[src/rtl/cp0_pkg.sv]
// rtl/cp0_pkg.sv - CP0 register indices, exception codes and field positions.
package cp0_pkg;

  localparam logic [4:0] CP0_SR    = 5'd12;
  localparam logic [4:0] CP0_CAUSE = 5'd13;
  localparam logic [4:0] CP0_EPC   = 5'd14;
  localparam logic [4:0] CP0_PRID  = 5'd15;

  localparam logic [4:0] EXC_INT     = 5'd0;
  localparam logic [4:0] EXC_ADEL    = 5'd4;
  localparam logic [4:0] EXC_ADES    = 5'd5;
  localparam logic [4:0] EXC_SYSCALL = 5'd8;
  localparam logic [4:0] EXC_RI      = 5'd10;
  localparam logic [4:0] EXC_OV      = 5'd12;

  localparam int SR_IE       = 0;
  localparam int SR_EXL      = 1;
  localparam int SR_IM_LO    = 10;
  localparam int SR_IM_HI    = 15;
  localparam int CAUSE_EXC_LO = 2;
  localparam int CAUSE_EXC_HI = 6;
  localparam int CAUSE_IP_LO = 10;
  localparam int CAUSE_IP_HI = 15;
  localparam int CAUSE_BD    = 31;

  typedef struct packed {
    logic [5:0] im;
    logic       exl;
    logic       ie;
  } sr_t;

  typedef struct packed {
    logic       bd;
    logic [5:0] ip;
    logic [4:0] exc_code;
  } cause_t;

  // Unimplemented bits of both registers read as zero.
  function automatic logic [31:0] pack_sr(input sr_t s);
    logic [31:0] w;
    w = '0;
    w[SR_IM_HI:SR_IM_LO] = s.im;
    w[SR_EXL] = s.exl;
    w[SR_IE] = s.ie;
    return w;
  endfunction

  function automatic logic [31:0] pack_cause(input cause_t c);
    logic [31:0] w;
    w = '0;
    w[CAUSE_BD] = c.bd;
    w[CAUSE_IP_HI:CAUSE_IP_LO] = c.ip;
    w[CAUSE_EXC_HI:CAUSE_EXC_LO] = c.exc_code;
    return w;
  endfunction

endpackage

[src/rtl/cp0_int_arb.sv]
// rtl/cp0_int_arb.sv - Interrupt/exception arbitration; interrupts win over exceptions.
module cp0_int_arb
  import cp0_pkg::*;
(
  input  logic       ie,
  input  logic       exl,
  input  logic [5:0] im,
  input  logic [5:0] hw_int,
  input  logic [4:0] exc_code_in,
  output logic       int_req,
  output logic       exc_req,
  output logic       req,
  output logic [4:0] exc_code_next
);

  assign int_req       = ie & ~exl & (|(im & hw_int));
  assign exc_req       = (exc_code_in != EXC_INT) & ~exl;
  assign req           = int_req | exc_req;
  assign exc_code_next = int_req ? EXC_INT : exc_code_in;

endmodule

[src/rtl/cp0_exc_unit.sv]
// rtl/cp0_exc_unit.sv - CP0 SR/Cause/EPC/PRId registers and exception request.
module cp0_exc_unit
  import cp0_pkg::*;
#(
  parameter logic [31:0] HANDLER_PC = 32'h0000_4180,
  parameter logic [31:0] PRID_VAL   = 32'h2024_0007
) (
  input  logic        clk,
  input  logic        reset,
  input  logic        we,
  input  logic [4:0]  cp0_addr,
  input  logic [31:0] cp0_din,
  output logic [31:0] cp0_dout,
  input  logic [31:0] vpc,
  input  logic        bd_in,
  input  logic [4:0]  exc_code_in,
  input  logic [5:0]  hw_int,
  input  logic        exl_clr,
  output logic        req,
  output logic [31:0] epc_out,
  output logic [31:0] handler_pc
);

  sr_t         sr;
  cause_t      cause;
  logic [31:0] epc;

  logic        int_req;
  logic        exc_req;
  logic [4:0]  exc_code_next;
  logic [31:0] victim_pc;
  logic [31:0] epc_next;
  logic        unused_vpc_lo;

  cp0_int_arb u_arb (
    .ie            (sr.ie),
    .exl           (sr.exl),
    .im            (sr.im),
    .hw_int        (hw_int),
    .exc_code_in   (exc_code_in),
    .int_req       (int_req),
    .exc_req       (exc_req),
    .req           (req),
    .exc_code_next (exc_code_next)
  );

  // A delay-slot victim restarts at its branch, one word earlier; wraps below zero.
  assign victim_pc     = {vpc[31:2], 2'b00};
  assign epc_next      = bd_in ? victim_pc - 32'd4 : victim_pc;
  assign unused_vpc_lo = ^{vpc[1:0], exc_req};

  always_ff @(posedge clk) begin
    if (reset) begin
      sr    <= '0;
      cause <= '0;
      epc   <= '0;
    end else begin
      cause.ip <= hw_int;
      if (req) begin
        sr.exl         <= 1'b1;
        cause.exc_code <= exc_code_next;
        cause.bd       <= bd_in;
        epc            <= epc_next;
      end else if (exl_clr) begin
        sr.exl <= 1'b0;
      end else if (we) begin
        case (cp0_addr)
          CP0_SR: begin
            sr.im  <= cp0_din[SR_IM_HI:SR_IM_LO];
            sr.exl <= cp0_din[SR_EXL];
            sr.ie  <= cp0_din[SR_IE];
          end
          CP0_EPC: epc <= {cp0_din[31:2], 2'b00};
          default: ;
        endcase
      end
    end
  end

  always_comb begin
    cp0_dout = '0;
    case (cp0_addr)
      CP0_SR:    cp0_dout = pack_sr(sr);
      CP0_CAUSE: cp0_dout = pack_cause(cause);
      CP0_EPC:   cp0_dout = epc;
      CP0_PRID:  cp0_dout = PRID_VAL;
      default:   cp0_dout = '0;
    endcase
  end

  assign epc_out    = epc;
  assign handler_pc = HANDLER_PC;

endmodule

[config.mk]
export PLATFORM = sky130hd
export DESIGN_NAME = cp0_exc_unit
export DESIGN_NICKNAME = d
export VERILOG_FILES = /design/src/rtl/cp0_pkg.sv /design/src/rtl/cp0_int_arb.sv /design/src/rtl/cp0_exc_unit.sv
export SDC_FILE = /design/constraint.sdc
export NUM_CORES = 1
export LEC_CHECK = 0
export BUFFER_PORTS_ARGS = -buffer_cell sky130_fd_sc_hd__buf_2
export CORE_ASPECT_RATIO = 1.5
export CORE_MARGIN = 2
export CORE_UTILIZATION = 30
export DETAILED_ROUTE_END_ITERATION = 16
export PLACE_DENSITY_LB_ADDON = 0.3
export SLEW_MARGIN = 25
export SYNTH_ARGS = -nofsm -noshare
export SYNTH_HDL_FRONTEND = slang
export SYNTH_SLANG_ARGS = --single-unit
[constraint.sdc]
create_clock -name clk -period 5.9 [get_ports clk]
set_input_delay 0.59 -clock clk [delete_from_list [all_inputs] [get_ports clk]]
set_output_delay 0.59 -clock clk [all_outputs]
set_load 0.01 [all_outputs]
==> metrics, run 1 <==
kind of end point of the critical path=output pin; Post-CTS Setup Bufs=0; number of distinct library cell variants in the gate-level netlist after synthesis=53; cell at the slowest stage of the critical path=sky130_fd_sc_hd__nor2_1; final period utilization=just over 60%; Antenna Cells=0; vertical die dimension=around 140 um; fraction of layout instances using a drive strength above 1=29.35%; CTS tree=yes; Max Cap Viol=0; CP dominant cell by count=sky130_fd_sc_hd__buf_2; busiest grt layer=met2; antenna violations before repair=0; number of enable-type register cells in the synthesized netlist=0; register bit total from synthesis=50; flip-flop cell with the highest count after synthesis=sky130_fd_sc_hd__dfxtp_1; Least-Margin Pin Slew=roughly 1 ns; global routing met2 resource utilization=31.43%; latest clock arrival within the worst-skew pair=0.29 ns; overall die area=approximately 14000 um2; number of DRC markers in iteration 0=roughly 330; dominant combinational cell family by area after synthesis=simple AND/OR/NAND/NOR gates; total negative slack for setup checks=0 ns; routability cong.=between 0.8 and 0.9; crit path DAT=roughly 3.0 ns; number of nets with antenna violations after routing=0; number of buffers inserted for hold repair after clock tree synthesis=0; clock transition time at the flip-flop clock pins of the worst setup and hold paths=0.06 ns; Final HPWL DP=9868 um; class of the most critical setup path=input port to output pin; setup repair after global routing missed its margin=false; Final #Nets=671; Worst Path Buf+Inv=4; Final Routed Wirelength=~13000 um; average wire per cell in the routed design=17.75 um; H-Tree Level Count=2; Gates resized, CTS repair=0; share of flip-flops with an asynchronous set or reset after synthesis=0%; fraction of the yosys area taken by sequential cells=26.05%; Setup crit start kind=input port; 1st-pass router iterations=5; remaining routing DRC violations=0; first-pass GRT wire length=19760 um; Worst slew margin=about a third; simple-gate share of the synthesized area=between 20% and 30%; total of warnings raised by yosys=0; area of the core=12510 um2; met1 track utilization from global routing=23.40%; synthesized instance count=475; adder-cell share of the synthesized area=0.3256%; type of the worst min-delay path=flip-flop to flip-flop; Placement Rows=50; number of hold violations in the final report=0; average cell area after synthesis=8.089 um2; global-route usage over all layers=18.49%; Max Slew Vio Count=0; overall die width=just under 100 um; Port Buffer Count=145; count of fill cells added during filler insertion=1340; final design utilization=a little under two fifths; number of vias after detailed routing=around 4100; data required time at the worst endpoint=5.31 ns; clock root buffer=sky130_fd_sc_hd__clkbuf_16; Synth Cell Area=3842 um2; Critical Path Max Stage Delay=0.66 ns; vias in the first global route=approximately 3700; crit-path cells=buf_2 -> a22oi_1 -> a311oi_4 -> buf_4 -> nor2_1 -> inv_1 -> buf_2; # clock sinks=50; area share of xor/xnor cells in the synthesized design=2.279%; post-synthesis compound-gate area fraction=24.13%; Final Skew=0.008563 ns; Final Setup Violations=0; multiplexer fraction of the synthesized cell area=5.992%; Max Clk Rate=276.9 MHz; largest fanout on the critical path=30; number of top-level pins=roughly 180; maximum number of pins on one net before global-route repair=40; crit-path leading delay family=buffers and inverters; final critical path time including I/O delays and setup=3.612 ns; total overflow reported by the global router=0; leakage power summed over all cells=1.952 nW; total clock buffers created by CTS=5; signed area change from the synthesized netlist to the final layout=21.82%; met3 track demand over resource=2.797%; worst IR drop on VDD=0.0001131 V; total power per unit cell area=192.5 nW/um2; clock buffer depth=2; Avg Vias per Cell=5.522; outcome=complete, no violations; Starting Density=30.71%
## layout make-up
| type | instances | area (um2) | area share (%) |
|---|---|---|---|
| multi-input combinational | 370 | 2531 | 54.08 |
| tap | 156 | 195.2 | 4.170 |
| clock inverter | 2 | 17.52 | 0.3742 |
| timing repair buffer | 151 | 770.7 | 16.47 |
| inverter | 7 | 26.28 | 0.5613 |
| sequential | 50 | 1001 | 21.38 |
| clock buffer | 6 | 138.9 | 2.967 |
## final timing paths
path	start	end	slack (ns)	depth (start not counted)
hold / removal	sr[5]	sr[5]	0.47	2
setup / recovery	hw_int[3]	req	2.29	7
hold reg to reg	sr[5]	sr[5]	0.47	2
setup reg to reg	sr[3]	epc_out[13]	3.14	6
## sequential cells by signal (all words and copies together) (netlist names)
signal	cells
sr	8
epc_out	30
cause	12
## metal layers
metal	wire [um]	up-vias
met5	0	-
met2	6759	167
li1	-	1981
met4	290	0
met3	778	19
met1	5344	1930
## cell usage after synthesis (3+ instances only)
cell | number | area (um2)
sky130_fd_sc_hd__a2111oi_0 | 4 | 35.03
sky130_fd_sc_hd__o21ai_0 | 3 | 15.01
sky130_fd_sc_hd__a21oi_1 | 16 | 80.08
sky130_fd_sc_hd__a22oi_1 | 8 | 60.06
sky130_fd_sc_hd__buf_1 | 3 | 11.26
sky130_fd_sc_hd__nor2b_1 | 10 | 62.56
sky130_fd_sc_hd__or4_1 | 13 | 97.59
sky130_fd_sc_hd__inv_1 | 7 | 26.28
sky130_fd_sc_hd__nand3_1 | 7 | 35.03
sky130_fd_sc_hd__nand2b_1 | 3 | 18.77
sky130_fd_sc_hd__nor4_1 | 15 | 93.84
sky130_fd_sc_hd__o21a_1 | 3 | 22.52
sky130_fd_sc_hd__nor2_1 | 30 | 112.6
sky130_fd_sc_hd__nand2_1 | 23 | 86.33
sky130_fd_sc_hd__or3_1 | 7 | 43.79
sky130_fd_sc_hd__o31a_1 | 24 | 210.2
sky130_fd_sc_hd__a211oi_1 | 21 | 157.7
sky130_fd_sc_hd__dfxtp_1 | 50 | 1001
sky130_fd_sc_hd__o41ai_1 | 16 | 140.1
sky130_fd_sc_hd__nor3_1 | 4 | 20.02
sky130_fd_sc_hd__mux2i_1 | 23 | 230.2
sky130_fd_sc_hd__and4_1 | 21 | 183.9
sky130_fd_sc_hd__xor2_1 | 7 | 61.31
sky130_fd_sc_hd__clkbuf_1 | 39 | 146.4
sky130_fd_sc_hd__o31ai_1 | 10 | 75.07
sky130_fd_sc_hd__xnor2_1 | 3 | 26.28
sky130_fd_sc_hd__or4b_1 | 3 | 30.03
sky130_fd_sc_hd__or3b_1 | 4 | 35.03
sky130_fd_sc_hd__nand4_1 | 5 | 31.28
sky130_fd_sc_hd__a31oi_1 | 14 | 87.58
sky130_fd_sc_hd__buf_2 | 4 | 20.02
sky130_fd_sc_hd__buf_4 | 34 | 255.2
sky130_fd_sc_hd__and3_1 | 16 | 100.1
## stage by stage
step / total power, mW / cell area (um2) / std cells / hold WS (ns) / setup slack [ns]
2_1_floorplan: 0.5264 / 3963 / 507 / 0.4468 / 3.455
3_3_place_gp: 0.6026 / 4524 / 734 / 0.4586 / 2.269
3_5_place_dp: 0.6057 / 4524 / 734 / 0.4646 / 2.247
4_1_cts: 0.9073 / 4681 / 742 / 0.4764 / 2.235
5_1_grt: 0.9423 / 4681 / 742 / 0.5055 / 2.036
6_report: 0.9009 / 4681 / 742 / 0.4733 / 2.288
## report_power, final
| group | leakage, nW | total (mW) | switching (mW) | internal (mW) |
|---|---|---|---|---|
| logic | 1.46 | 0.214 | 0.129 | 0.0850 |
| registers | 0.414 | 0.386 | 0.0228 | 0.363 |
| clock network | 0.0770 | 0.301 | 0.131 | 0.170 |
| total | 1.95 | 0.901 | 0.283 | 0.618 |
## logic make-up after synthesis
| logic type | count (synthesis) |
|---|---|
| multiplexers | 23 |
| AND/OR/NAND/NOR | 178 |
| other | 2 |
| buffers and inverters | 87 |
| adder cells (fa/ha/maj) | 1 |
| XOR/XNOR | 10 |
| flip-flops | 50 |
| AO/OA/AOI/OAI | 124 |
## cell usage in the layout (no fill, tap or decap), types with 15 or more instances in the layout
cell type	netlist	final
sky130_fd_sc_hd__a21oi_1	16	15
sky130_fd_sc_hd__o31a_1	24	24
sky130_fd_sc_hd__o41ai_1	16	16
sky130_fd_sc_hd__buf_2	4	145
sky130_fd_sc_hd__nand2_1	23	23
sky130_fd_sc_hd__mux2i_1	23	23
sky130_fd_sc_hd__conb_1	2	34
sky130_fd_sc_hd__and3_1	16	16
sky130_fd_sc_hd__nor2_1	30	30
sky130_fd_sc_hd__a211oi_1	21	21
sky130_fd_sc_hd__dfxtp_1	50	50
sky130_fd_sc_hd__nor4_1	15	15
sky130_fd_sc_hd__and4_1	21	21
## worst register-to-register path, cell delays in order, from the launching register on
cell and delay (ns):
sky130_fd_sc_hd__dfxtp_1 0.32, sky130_fd_sc_hd__a22oi_1 0.35, sky130_fd_sc_hd__a311oi_4 0.14, sky130_fd_sc_hd__buf_4 0.27, sky130_fd_sc_hd__nor2_1 0.67, sky130_fd_sc_hd__inv_1 0.58, sky130_fd_sc_hd__a211oi_1 0.33
Power figures use the tool's default switching activity.
==> run 2: changes to the inputs <==
--- a/config.mk
+++ b/config.mk
@@ -5,6 +5,7 @@
 export SDC_FILE = /design/constraint.sdc
 export NUM_CORES = 1
 export LEC_CHECK = 0
+export ABC_AREA = 1
 export BUFFER_PORTS_ARGS = -buffer_cell sky130_fd_sc_hd__buf_2
 export CORE_ASPECT_RATIO = 1.5
 export CORE_MARGIN = 2
==> constraint.sdc (replaced) <==
create_clock -name clk -period 3.6 [get_ports clk]
set_input_delay 0.36 -clock clk [delete_from_list [all_inputs] [get_ports clk]]
set_output_delay 0.36 -clock clk [all_outputs]
set_load 0.01 [all_outputs]
==> run 2 against run 1 <==
Compared with the run above:
- clock power increased by 82%
- sequential share of layout area increased by 0.61 points
- critical path depth increased by 1
- synthesized cell count increased by 29%
- power increased by 67%
- flip-flop and latch count unchanged
- critical path type is now flip-flop to output pin
- critical endpoint unchanged
- largest cell class unchanged
- largest power group unchanged
- highest routed layer unchanged
==> metrics, run 2 <==
Worst slew margin=60.54%; total negative slack for setup checks=0 ns; Starting Density=30.63%; fraction of the yosys area taken by sequential cells=a little over a quarter; Post-CTS Setup Bufs=0; overall die area=roughly 13000 um2; final design utilization=38.07%; total clock buffers created by CTS=5; number of nets with antenna violations after routing=0; Synth Cell Area=3662 um2; Least-Margin Pin Slew=0.5912 ns; synthesized instance count=612; signed area change from the synthesized netlist to the final layout=24.29%; # clock sinks=50; number of vias after detailed routing=4079; area of the core=roughly 12000 um2; synth top area cells=sky130_fd_sc_hd__dfxtp_1 (27%), sky130_fd_sc_hd__nand2_1 (16%), sky130_fd_sc_hd__nor2_1 (9.5%), sky130_fd_sc_hd__inv_1 (8.1%), sky130_fd_sc_hd__buf_4 (8.0%); outcome=complete, no violations; Final #Nets=~830; 1st-pass router iterations=4; most frequent cells after synthesis=sky130_fd_sc_hd__nand2_1 (158), sky130_fd_sc_hd__nor2_1 (93), sky130_fd_sc_hd__inv_1 (79); Setup crit start kind=flip-flop; clock transition time at the flip-flop clock pins of the worst setup and hold paths=0.07 ns; Port Buffer Count=about 150; setup repair after global routing missed its margin=false; clock root buffer=sky130_fd_sc_hd__clkbuf_16; share of flip-flops with an asynchronous set or reset after synthesis=0%; crit path DAT=2.23 ns; number of hold violations in the final report=0; fraction of layout instances using a drive strength above 1=23.36%; H-Tree Level Count=2; kind of end point of the critical path=output pin; type of the worst min-delay path=input port to flip-flop; total overflow reported by the global router=0; global-route usage over all layers=19.01%; final critical path time including I/O delays and setup=2.588 ns; first-pass GRT wire length=19340 um; worst reg2reg path endpoint=sr[7]; clock buffer depth=2; Critical Path Max Stage Delay=0.41 ns; antenna violations before repair=0; tightest hold margin=0.2822 ns; most common cell after layout, fill and taps aside=sky130_fd_sc_hd__nand2_1; top library cells by usage in the layout, fill and taps aside=sky130_fd_sc_hd__nand2_1 (158), sky130_fd_sc_hd__buf_2 (145), sky130_fd_sc_hd__nor2_1 (93); average cell area after synthesis=between 5 and 6 um2; maximum number of pins on one net before global-route repair=33; Max Cap Viol=0; remaining routing DRC violations=0; CTS tree=yes; flip-flop count of the largest register, all copies and words added=30; Final Setup Violations=0; number of cells traversed by the worst hold path=3; total of warnings raised by yosys=0; average wire per cell in the routed design=14.09 um; number of distinct library cell variants in the gate-level netlist after synthesis=35; latest clock arrival within the worst-skew pair=0.29 ns; vertical die dimension=between 100 and 150 um; register bit total from synthesis=50; leakage power summed over all cells=2.391 nW; Worst Reg2Reg Path Length in Cells=11; hold path startpoint=hw_int[4]; total power per unit cell area=330.7 nW/um2; number of DRC markers in iteration 0=between 100 and 150; Gates resized, CTS repair=0; cell at the slowest stage of the critical path=sky130_fd_sc_hd__nand2_2; count of fill cells added during filler insertion=1354; Placement Rows=49; standard cell area after detailed placement=~4400 um2; most repeated cell in the gate-level netlist after synthesis=sky130_fd_sc_hd__nand2_1; number of enable-type register cells in the synthesized netlist=0; flip-flop cell with the highest count after synthesis=sky130_fd_sc_hd__dfxtp_1; Max Slew Vio Count=0; number of buffers inserted for hold repair after clock tree synthesis=0; Crit Reg-Reg Startpoint=sr[3]; hold endpoint=cause[9]; worst setup timing slack at the placement stage=1.154 ns; final period utilization=71.89%; crit-path cells=inv_1 -> o21ai_0 -> nor2_1 -> nand2_1 -> nand3_1 -> nand2_2 -> buf_4 -> buf_2; Final Skew=0.006784 ns; vias in the first global route=between 3000 and 4000; Antenna Cells=0; Final Routed Wirelength=about 13000 um; Final HPWL DP=10330 um; Max Clk Rate=about 390 MHz; worst IR drop on VDD=0.0002053 V; largest fanout on the critical path=15; Final Cell Area=4552 um2; overall die width=94.21 um; Worst Setup Slack, final=1.012 ns; fraction of synthesized cell area taken by the top area cell type=27.33%; post-synthesis cell type with the largest combined area=sky130_fd_sc_hd__dfxtp_1; routability cong.=0.8442; register-to-register path setup slack=between 1 and 1.5 ns; class of the most critical setup path=flip-flop to output pin; Avg Vias per Cell=between 4 and 5; number of top-level pins=182; data required time at the worst endpoint=about 3.2 ns
[run 2: cell count changes after synthesis, sizes merged, moves of 28 or more]
cell    change
inv        +75
nor2       +69
nand3      +31
o21ai      +38
clkbuf     -28
nand2     +138
[run 2: where the power goes]
| group | switching [mW] | leakage (nW) | internal [mW] | total (mW) |
|---|---|---|---|---|
| clock network | 0.221 | 0.0760 | 0.328 | 0.549 |
| logic | 0.212 | 1.90 | 0.122 | 0.334 |
| registers | 0.0281 | 0.414 | 0.594 | 0.622 |
[run 2: how the worst max path moves through the flow]
stage | startpoint | end | slack, ns | cells after the start
2_1_floorplan | exc_code_in[1] | req | 2.07 | 6
3_3_place_gp | cp0_addr[4] | epc_out[17] | 1.16 | 11
3_5_place_dp | cp0_addr[4] | epc_out[4] | 1.15 | 11
4_1_cts | sr[3] | req | 1.0 | 8
5_1_grt | sr[3] | req | 0.80 | 8
6_report | sr[3] | req | 1.01 | 8
[run 2: metrics by stage]
stage	std cells	total power [mW]
after floorplan	644	0.8431
after global placement	894	0.9670
after detailed placement	894	0.9687
after CTS	902	1.520
after global routing	902	1.582
final	902	1.505
[run 2: layer usage]
layer,up-vias,GRT usage (%),wire length (um)
met1,1784,21.58,5001
li1,2119,-,-
met5,-,0,0
met4,0,8.162,448
met3,27,2.653,698
met2,149,34.62,6562
[run 2: worst max-delay path: cells and delay by family (launching register included)]
kind / cells / cell delay (ns)
compound gates: 1 / 0.21
flops: 1 / 0.33
buf+inv: 3 / 0.48
simple gates: 4 / 0.90
[run 2: logic make-up after synthesis]
kind of cell	after synthesis	share of synthesized area [%]
buffers and inverters	138	18.72
and+or+nand+nor	315	35.84
AOI/OAI and AO/OA	90	13.73
DFF	50	27.33
adders and majority gates	1	0.3416
other	2	0.2051
xor gates and xnor gates	16	3.827
[run 2: area by class of cell]
class	instances	area [um2]	area share (%)
Tap cell	153	191.4	4.206
Clock buffer	5	125.1	2.749
Multi-Input combinational cell	456	2096	46.04
Timing Repair Buffer	152	778.2	17.10
Inverter	83	315.3	6.927
Sequential cell	50	1001	21.99
Clock inverter	3	45.04	0.9896
==> run 3: changes to the inputs <==
==> constraint.sdc (replaced) <==
create_clock -name clk -period 2.2 [get_ports clk]
set_input_delay 0.22 -clock clk [delete_from_list [all_inputs] [get_ports clk]]
set_output_delay 0.22 -clock clk [all_outputs]
set_load 0.01 [all_outputs]
==> run 3 against run 2 <==
Compared with the run above:
- core utilization grew 0.063 points
- clock skew is essentially flat
- via count shrank 0.15%
- highest routed layer unchanged
==> metrics, run 3 (synthesized netlist as in run 2, its figures left out) <==
total negative slack for setup checks=0 ns; area of the core=11960 um2; outcome=complete, no violations; 1st-pass router iterations=4; crit path DAT=between 1.5 and 2 ns; worst IR drop on VDD=0.0003212 V; vertical die dimension=139.3 um; number of DRC markers in iteration 0=between 150 and 200; total clock buffers created by CTS=5; clock root buffer=sky130_fd_sc_hd__clkbuf_16; Final Setup Violations=0; Final Skew=between 0.006 and 0.007 ns; data required time at the worst endpoint=1.98 ns; latest clock arrival within the worst-skew pair=0.29 ns; final period utilization=between 80% and 90%; count of fill cells added during filler insertion=1383; Setup crit start kind=flip-flop; tightest hold margin=0.1427 ns; largest fanout on the critical path=17; overall die area=13130 um2; Final HPWL DP=10400 um; flip-flop count of the largest register, all copies and words added=30; hold path startpoint=hw_int[2]; total power per unit cell area=518.3 nW/um2; standard cell area after detailed placement=~4400 um2; H-Tree Level Count=2; Antenna Cells=0; Final #Nets=837; setup repair after global routing missed its margin=false; Avg Vias per Cell=4.501; number of vias after detailed routing=4073; Starting Density=30.63%; Placed Instances=897; # clock sinks=50; fraction of layout instances using a drive strength above 1=a little under a quarter; routability cong.=0.8721; Worst Setup Slack, final=roughly 0.27 ns; remaining routing DRC violations=0; most common cell after layout, fill and taps aside=sky130_fd_sc_hd__nand2_1; number of top-level pins=182; maximum number of pins on one net before global-route repair=33; antenna violations before repair=0; Final Routed Wirelength=between 10000 and 15000 um; clock buffer depth=2; signed area change from the synthesized netlist to the final layout=24.50%; class of the most critical setup path=flip-flop to output pin; number of nets with antenna violations after routing=0; final critical path time including I/O delays and setup=approximately 1.9 ns; number of cells in the finished layout apart from fillers=905; overall die width=between 90 and 100 um; worst setup timing slack at the placement stage=0.2438 ns; Placement Rows=just under 50; clock transition time at the flip-flop clock pins of the worst setup and hold paths=0.07 ns; multi-input combinational cell area=2096 um2; number of hold violations in the final report=0; global-route usage over all layers=19.09%; area occupied by registers=1001 um2; leakage power summed over all cells=2.393 nW; Post-CTS Setup Bufs=0; source of the critical timing path=sr[4]; type of the worst min-delay path=input port to flip-flop; average wire per cell in the routed design=13.99 um; kind of end point of the critical path=output pin; Crit Reg-Reg Startpoint=sr[4]; total overflow reported by the global router=0; Max Slew Vio Count=0; Port Buffer Count=~150; first-pass GRT wire length=19440 um; top library cells by usage in the layout, fill and taps aside=sky130_fd_sc_hd__nand2_1 (158), sky130_fd_sc_hd__buf_2 (145), sky130_fd_sc_hd__nor2_1 (93); Max Cap Viol=0; Final Cell Area=about 4600 um2; Max Clk Rate=517.7 MHz; vias in the first global route=3769; Least-Margin Pin Slew=roughly 0.68 ns; CTS tree=yes; Worst slew margin=54.67%
[run 3: power breakdown]
part	switching [mW]	total [mW]	internal, mW
clock network	0.346	0.797	0.451
logic	0.346	0.547	0.201
registers	0.0465	1.02	0.972
total	0.739	2.36	1.62
[run 3: path summary, 6_finish.rpt]
path                            slack [ns]        to  depth (start not counted)
worst max-delay path                  0.27       req                          8
worst min-delay path                  0.14  cause[7]                          3
worst max register to register        0.28     sr[6]                         10
worst min register to register        0.47  cause[0]                          2
[run 3: cell type report]
class	count	share of cell area, %
Inverter	83	6.998
Clock buffer	6	3.046
Multi-Input combinational cell	456	45.97
Clock inverter	2	0.2744
Timing Repair Buffer	155	17.56
Tap cell	153	4.199
Sequential cell	50	21.95
[run 3: repair_timing]
item | in CTS | in global routing
hold buffers | 0 | 0
endpoints found under the setup margin | 0 | 4
gates resized for setup | 0 | 1
[run 3: worst max-delay path: stages, from the launching register on]
cell	delay, ns
sky130_fd_sc_hd__dfxtp_1	0.33
sky130_fd_sc_hd__inv_1	0.06
sky130_fd_sc_hd__o21ai_0	0.21
sky130_fd_sc_hd__nor2_1	0.06
sky130_fd_sc_hd__nand2_1	0.07
sky130_fd_sc_hd__nand3_1	0.12
sky130_fd_sc_hd__nand2_2	0.16
sky130_fd_sc_hd__buf_4	0.24
sky130_fd_sc_hd__buf_2	0.16
[run 3: routing by layer]
layer | GRT usage [%] | up-vias | part of all wire [%]
met5 | 0 | - | 0
met4 | 6.636 | 0 | 2.5
met3 | 2.599 | 20 | 5.2
met2 | 34.92 | 129 | 52
met1 | 22.26 | 1803 | 40
li1 | - | 2121 | -
[run 3: metrics by stage]
stage,utilization [%],total power [mW]
finish,38.14,2.363
global placement,36.84,1.583
detailed placement,36.84,1.587
floorplan,-,1.380
global route,38.14,2.483
CTS,38.11,2.378
